**src/rtl/tdm_pkg.sv**
```systemverilog
// Shared types and helpers for the TDM receive path.
package tdm_pkg;

  typedef enum logic [1:0] {IDLE, RUN, PAR} state_e;

  localparam int TDM_NCH = 2;
  localparam int TDM_W   = 2;

  // Minimum width 1 so single-value counters still get a real bit.
  function automatic int clog2(input int v);
    int r;
    r = 0;
    while ((1 << r) < v) r++;
    return (r == 0) ? 1 : r;
  endfunction

endpackage

```
**src/rtl/tdm_shift_in.sv**
```systemverilog
// Serial-in shift register; clr restarts the contents with the incoming bit.
// sr_nxt_o is the combinational next contents, so a frame can be taken on the same edge as its last bit.
module tdm_shift_in
  import tdm_pkg::*;
#(
  parameter int N = 4
) (
  input  logic         clk,
  input  logic         rst_n,
  input  logic         en_i,
  input  logic         clr_i,
  input  logic         din_i,
  output logic [N-1:0] sr_nxt_o
);

  logic [N-1:0] sr_q, sr_d;

  always_comb begin
    sr_d = sr_q;
    if (en_i) sr_d = clr_i ? {{(N-1){1'b0}}, din_i} : {sr_q[N-2:0], din_i};
  end

  always_ff @(posedge clk or negedge rst_n) begin
    if (!rst_n) sr_q <= '0;
    else        sr_q <= sr_d;
  end

  assign sr_nxt_o = sr_d;

endmodule

```
**src/rtl/tdm_demux.sv**
```systemverilog
// TDM serial-to-parallel demux: NCH slots of W bits, MSB first, framed by fs.
// Optional trailing even-parity bit when TDM_PARITY_EN is defined.
module tdm_demux
  import tdm_pkg::*;
#(
  parameter int NCH = TDM_NCH,
  parameter int W   = TDM_W
) (
  input  logic                   clk,
  input  logic                   rst_n,
  input  logic                   en,
  input  logic                   fs,
  input  logic                   din,
  output logic [clog2(NCH)-1:0]  sel,
  output logic [NCH*W-1:0]       dout,
  output logic                   dvalid,
`ifdef TDM_PARITY_EN
  output logic                   par_err,
`endif
  output logic                   sync_err
);

  localparam int N  = NCH * W;
  localparam int SW = clog2(NCH);
  localparam int BW = clog2(W);
  // Counter position after the first frame bit has been taken.
  localparam logic [BW-1:0] BIT1  = (W == 1) ? '0 : BW'(1);
  localparam logic [SW-1:0] SLOT1 = (W == 1) ? SW'(1) : '0;

  state_e          state_q, state_d;
  logic [BW-1:0]   bit_q, bit_d;
  logic [SW-1:0]   slot_q, slot_d;
  logic [N-1:0]    dout_q, dout_nx, sr_nxt;
  logic            dvalid_q, serr_q, serr_d;
  logic            sh_en, sh_clr, load;
  logic            last_bit, last_slot;

  tdm_shift_in #(.N(N)) u_shift (
    .clk      (clk),
    .rst_n    (rst_n),
    .en_i     (sh_en),
    .clr_i    (sh_clr),
    .din_i    (din),
    .sr_nxt_o (sr_nxt)
  );

  // The first received slot sits at the top of the shift register but belongs in dout channel 0.
  for (genvar k = 0; k < NCH; k++) begin : g_reorder
    assign dout_nx[k*W +: W] = sr_nxt[(NCH-1-k)*W +: W];
  end

  assign last_bit  = (bit_q == BW'(W - 1));
  assign last_slot = (slot_q == SW'(NCH - 1));

`ifdef TDM_PARITY_EN
  logic perr_q, perr_d;
`endif

  always_comb begin
    state_d = state_q;
    bit_d   = bit_q;
    slot_d  = slot_q;
    sh_en   = 1'b0;
    sh_clr  = 1'b0;
    load    = 1'b0;
    serr_d  = 1'b0;
`ifdef TDM_PARITY_EN
    perr_d  = 1'b0;
`endif
    if (en) begin
      unique case (state_q)
        IDLE: begin
          if (fs) begin
            sh_en   = 1'b1;
            sh_clr  = 1'b1;
            state_d = RUN;
            bit_d   = BIT1;
            slot_d  = SLOT1;
          end
        end
        RUN: begin
          sh_en = 1'b1;
          // RUN never sits on frame bit 0, so any fs here is a resync.
          if (fs) begin
            sh_clr = 1'b1;
            serr_d = 1'b1;
            bit_d  = BIT1;
            slot_d = SLOT1;
          end else if (last_bit && last_slot) begin
            bit_d  = '0;
            slot_d = '0;
`ifdef TDM_PARITY_EN
            state_d = PAR;
`else
            state_d = IDLE;
            load    = 1'b1;
`endif
          end else if (last_bit) begin
            bit_d  = '0;
            slot_d = slot_q + 1'b1;
          end else begin
            bit_d = bit_q + 1'b1;
          end
        end
        PAR: begin
          state_d = IDLE;
          if (fs) begin
            sh_en   = 1'b1;
            sh_clr  = 1'b1;
            serr_d  = 1'b1;
            state_d = RUN;
            bit_d   = BIT1;
            slot_d  = SLOT1;
          end else begin
            load = 1'b1;
`ifdef TDM_PARITY_EN
            perr_d = din ^ (^sr_nxt);
`endif
          end
        end
        default: state_d = IDLE;
      endcase
    end
  end

  always_ff @(posedge clk or negedge rst_n) begin
    if (!rst_n) begin
      state_q  <= IDLE;
      bit_q    <= '0;
      slot_q   <= '0;
      dout_q   <= '0;
      dvalid_q <= 1'b0;
      serr_q   <= 1'b0;
    end else begin
      state_q  <= state_d;
      bit_q    <= bit_d;
      slot_q   <= slot_d;
      if (load) dout_q <= dout_nx;
      dvalid_q <= load;
      serr_q   <= serr_d;
    end
  end

`ifdef TDM_PARITY_EN
  always_ff @(posedge clk or negedge rst_n) begin
    if (!rst_n) perr_q <= 1'b0;
    else        perr_q <= perr_d;
  end
  assign par_err = perr_q;
`endif

  assign sel      = (state_q == RUN) ? slot_q : '0;
  assign dout     = dout_q;
  assign dvalid   = dvalid_q;
  assign sync_err = serr_q;

endmodule

```
**config.mk**
```make
export PLATFORM = sky130hd
export DESIGN_NAME = tdm_demux
export DESIGN_NICKNAME = d
export VERILOG_FILES = /design/src/rtl/tdm_pkg.sv /design/src/rtl/tdm_shift_in.sv /design/src/rtl/tdm_demux.sv
export SDC_FILE = /design/constraint.sdc
export NUM_CORES = 1
export LEC_CHECK = 0
export ABC_AREA = 0
export CORE_AREA = 3 3 40 42
export DETAILED_ROUTE_END_ITERATION = 7
export DIE_AREA = 0 0 43 45
export PLACE_DENSITY = 0.8
export RECOVER_POWER = 100
export SYNTH_ARGS = -nofsm -noshare
export SYNTH_HDL_FRONTEND = slang
export SYNTH_SLANG_ARGS = --single-unit
```
**constraint.sdc**
```tcl
create_clock -name clk -period 1.8 [get_ports clk]
set_clock_uncertainty 0.05 [all_clocks]
set_input_delay 0.36 -clock clk [delete_from_list [all_inputs] [get_ports clk]]
set_output_delay 0.36 -clock clk [all_outputs]
set_load 0.02 [all_outputs]
```
==> metrics.md <==
| Metric | Value |
|---|---|
| Clock share of power | 17.4% |
| Final WL | 1.03 mm |
| Register area share after synthesis | 55.1% |
| Drt drc | 0 |
| CTS Root Buffer Type | clkbuf_4 |
| Min Tclk post-route | 1.68 ns |
| Cell Chain, Critical Path | dlygate4sd3_1 |
| Worst Path Arrival | 1.27 ns |
| CP Capture Type | primary output |
| Vias per std cell | 5.27 |
| Pin count of the biggest net entering global routing | 14 |
| Status | complete, no violations |
| DIE AREA | 0.00194 sq mm |
| Int Pwr | 0.683 mW |
| Worst path slowest cell | dlygate4sd3_1 |
| CP bufs+invs | 1 |
| R2r setup slk | 0.32 ns |
| Clock transition at path regs | 0.08 ns |
| Number of diodes | 0 |
| WS Path Type | flop to primary output |
| RePlAce Congestion | 0.695 |
| CTS Buf Count | 3 |
| Fillers | 111 |
| Synth cell types | 20 |
| Clk_lat worst skew | 0.28 ns |
| Worst R2R End | dout[0] |
| FF+latch count, synth | 13 |
| Final hold violation count | 0 |
| Post-synth net total | 57 |
| Critical Path RT | 1.39 ns |
| Sw Pwr | 0.371 mW |
| Initial antenna violation count | 0 |
| Placeable Area | 0.00128 sq mm |
| Achievable Freq | 594 MHz |
| Drt wl/cell | 12.4 microns |
| Dpl hpwl | 733 microns |
| Sequential share of power | 41.8% |
| CP peak stage delay | 0.64 ns |
| Top delay family on crit path | buffers and inverters |
| Layout cells sized above 1 | 13.2% |
| Final net count | 74 |
| Logic gate share of total power | 40.8% |
| Initial DRT Pass Iterations | 3 |
| Avg Inst Size Synth | 11.4 sq um |
| Power per cell area | 1430 mW/mm^2 |
| Die W | 43 microns |
| Gate Count Post-Synth | 52 |
| Register-to-Register Path Depth | 5 |
| Crit path from | dvalid |
| Number of H-tree levels | 1 |
| Worst path depth | 1 |
| DRT iter0 DRCs | 2 |
| Vias after detailed routing | 437 |
| Maximum vdd drop | 0.677 mV |
| Slew @ Worst Pin | 0.574 ns |
| Relative slew slack | 61.6% |
| Setup Viol. Count Final | 0 |
| CP Launch Type | flop |
| Min Hold Slack | 0.458 ns |
| Maxcap violations | 0 |
| Final total negative setup slack | 0 ns |
| RSZ-0062 raised after global routing | false |
| Area delta synth->final | 25.2% |
| Routed Antenna Nets | 0 |
| Worst Setup EP | dvalid |
| Initial Utilization | 46.0% |
| Max clock buf depth | 2 |
| IO Port Bufs | 11 |
| Switching part of the total | 35.2% |
| Max Slew Vio Count | 0 |
| Synth warn | 0 |
| Cell Area, Synth | 591 sq um |
| Worst r2r src | state_q[0] |
| Tcrit/Tclk final | 93.6% |
| Min-Delay Path Class | input port to asynchronous set/reset pin |
| IO Pins | 12 |
| Total GRT Usage | 13.1% |
| Worst-path maximum fanout | 1 |
| Global-route wire length before repair | 1.79 mm |
| Grt ovf | 0 |
| Clock Sinks | 13 |
| CTS tree | yes |
| Die Ht | 45 microns |
| Static Leak | 0.327 nW |
| Hold-fix buffers, CTS | 0 |
| Num rows | 13 |
| Vias in the first global route | 428 |
## power by group through the flow
| stage | combinational (mW) | clock, mW | sequential (mW) |
|---|---|---|---|
| 2_1_floorplan | 0.225 | 0 | 0.503 |
| 3_5_place_dp | 0.456 | 0 | 0.450 |
| 4_1_cts | 0.452 | 0.191 | 0.445 |
| 5_1_grt | 0.467 | 0.206 | 0.459 |
| 6_report | 0.430 | 0.183 | 0.441 |
| 3_3_place_gp | 0.449 | 0 | 0.444 |
## synthesized netlist by cell type
| cell type | number | area [sq um] |
|---|---|---|
| o21ai_0 | 1 | 5.00 |
| inv_1 | 7 | 26.3 |
| o221ai_1 | 1 | 8.76 |
| mux2_4 | 1 | 15.0 |
| a22o_1 | 1 | 8.76 |
| and2_1 | 1 | 6.26 |
| buf_2 | 3 | 15.0 |
| o22ai_1 | 3 | 18.8 |
| nor3_4 | 1 | 16.3 |
| or3_1 | 1 | 6.26 |
| o21a_1 | 4 | 30.0 |
| and3_1 | 1 | 6.26 |
| mux2_2 | 2 | 22.5 |
| nand2_1 | 2 | 7.51 |
| mux2i_1 | 3 | 30.0 |
| nor2_1 | 1 | 3.75 |
| nand3_1 | 4 | 20.0 |
| nand3_2 | 1 | 10.0 |
| dfrtp_1 | 13 | 325 |
| o22a_1 | 1 | 8.76 |
## through the flow
step           setup WS, ns  utilization, %  std cells  area (sq um)  power (mW)
3_5_place_dp          0.103            57.2         79           734       0.907
2_1_floorplan         0.495               -         52           591       0.728
6_report              0.115            57.5         83           739        1.05
5_1_grt              0.0629            57.5         83           739        1.13
4_1_cts               0.125            59.1         83           759        1.09
3_3_place_gp          0.134            57.2         79           734       0.892
## sequential cells by signal, summed over array words and instances (netlist names)
name,flops
dout,4
u_shift.sr_q,4
bit_q,1
dvalid,1
last_slot,1
state_q,1
sync_err,1
## worst min-delay path by stage
stage,endpoint,depth (start not counted)
after floorplan,bit_q,0
after global placement,dout[2],1
after detailed placement,dout[2],1
after CTS,u_shift.sr_q[3],1
after global routing,sync_err,1
final,dout[2],1
## layer usage
layer / track usage [%] / vias up / share of wire [%] / routed length [microns]
met5: 0 / - / 0 / 0
met4: 10.8 / 0 / 3.7 / 38
met3: 5.18 / 5 / 4.3 / 44
met2: 19.5 / 10 / 45 / 462
met1: 14.7 / 209 / 47 / 488
li1: - / 213 / - / -
## timing repair
action | in CTS | in global routing
endpoints found under the setup margin | 1 | 0
setup buffers | 0 | 0
resized for setup | 1 | 0
## cell type report
cell class / count / area [sq um] / share of cell area, %
Tap cell: 15 / 18.8 / 2.54
Timing Repair Buffer: 15 / 135 / 18.3
Inverter: 7 / 26.3 / 3.55
Sequential cell: 13 / 325 / 44.0
Multi-Input combinational cell: 29 / 208 / 28.1
Clock buffer: 4 / 26.3 / 3.55
## cells by family (layout without fill, tap and decap cells)
kind of cell	count (synthesis)	count (layout)	synth area share (%)
buffers and inverters	10	26	6.99
AO/OA/AOI/OAI	11	11	13.6
multiplexers	6	6	11.4
flip-flops	13	13	55.1
AND/OR/NAND/NOR	12	12	12.9
## cell usage in the layout (no fill, tap or decap), drive strengths merged, types with 2 or more instances in the layout
master         synthesis  routed
nand2                  2       2
mux2i                  3       3
nand3                  5       5
mux2                   3       3
o22ai                  3       3
clkdlybuf4s50          0       6
buf                    3       3
dfrtp                 13      13
dlygate4sd3            0       4
inv                    7       7
clkbuf                 0       5
o21a                   4       4
(Power assumes the default switching activity.)
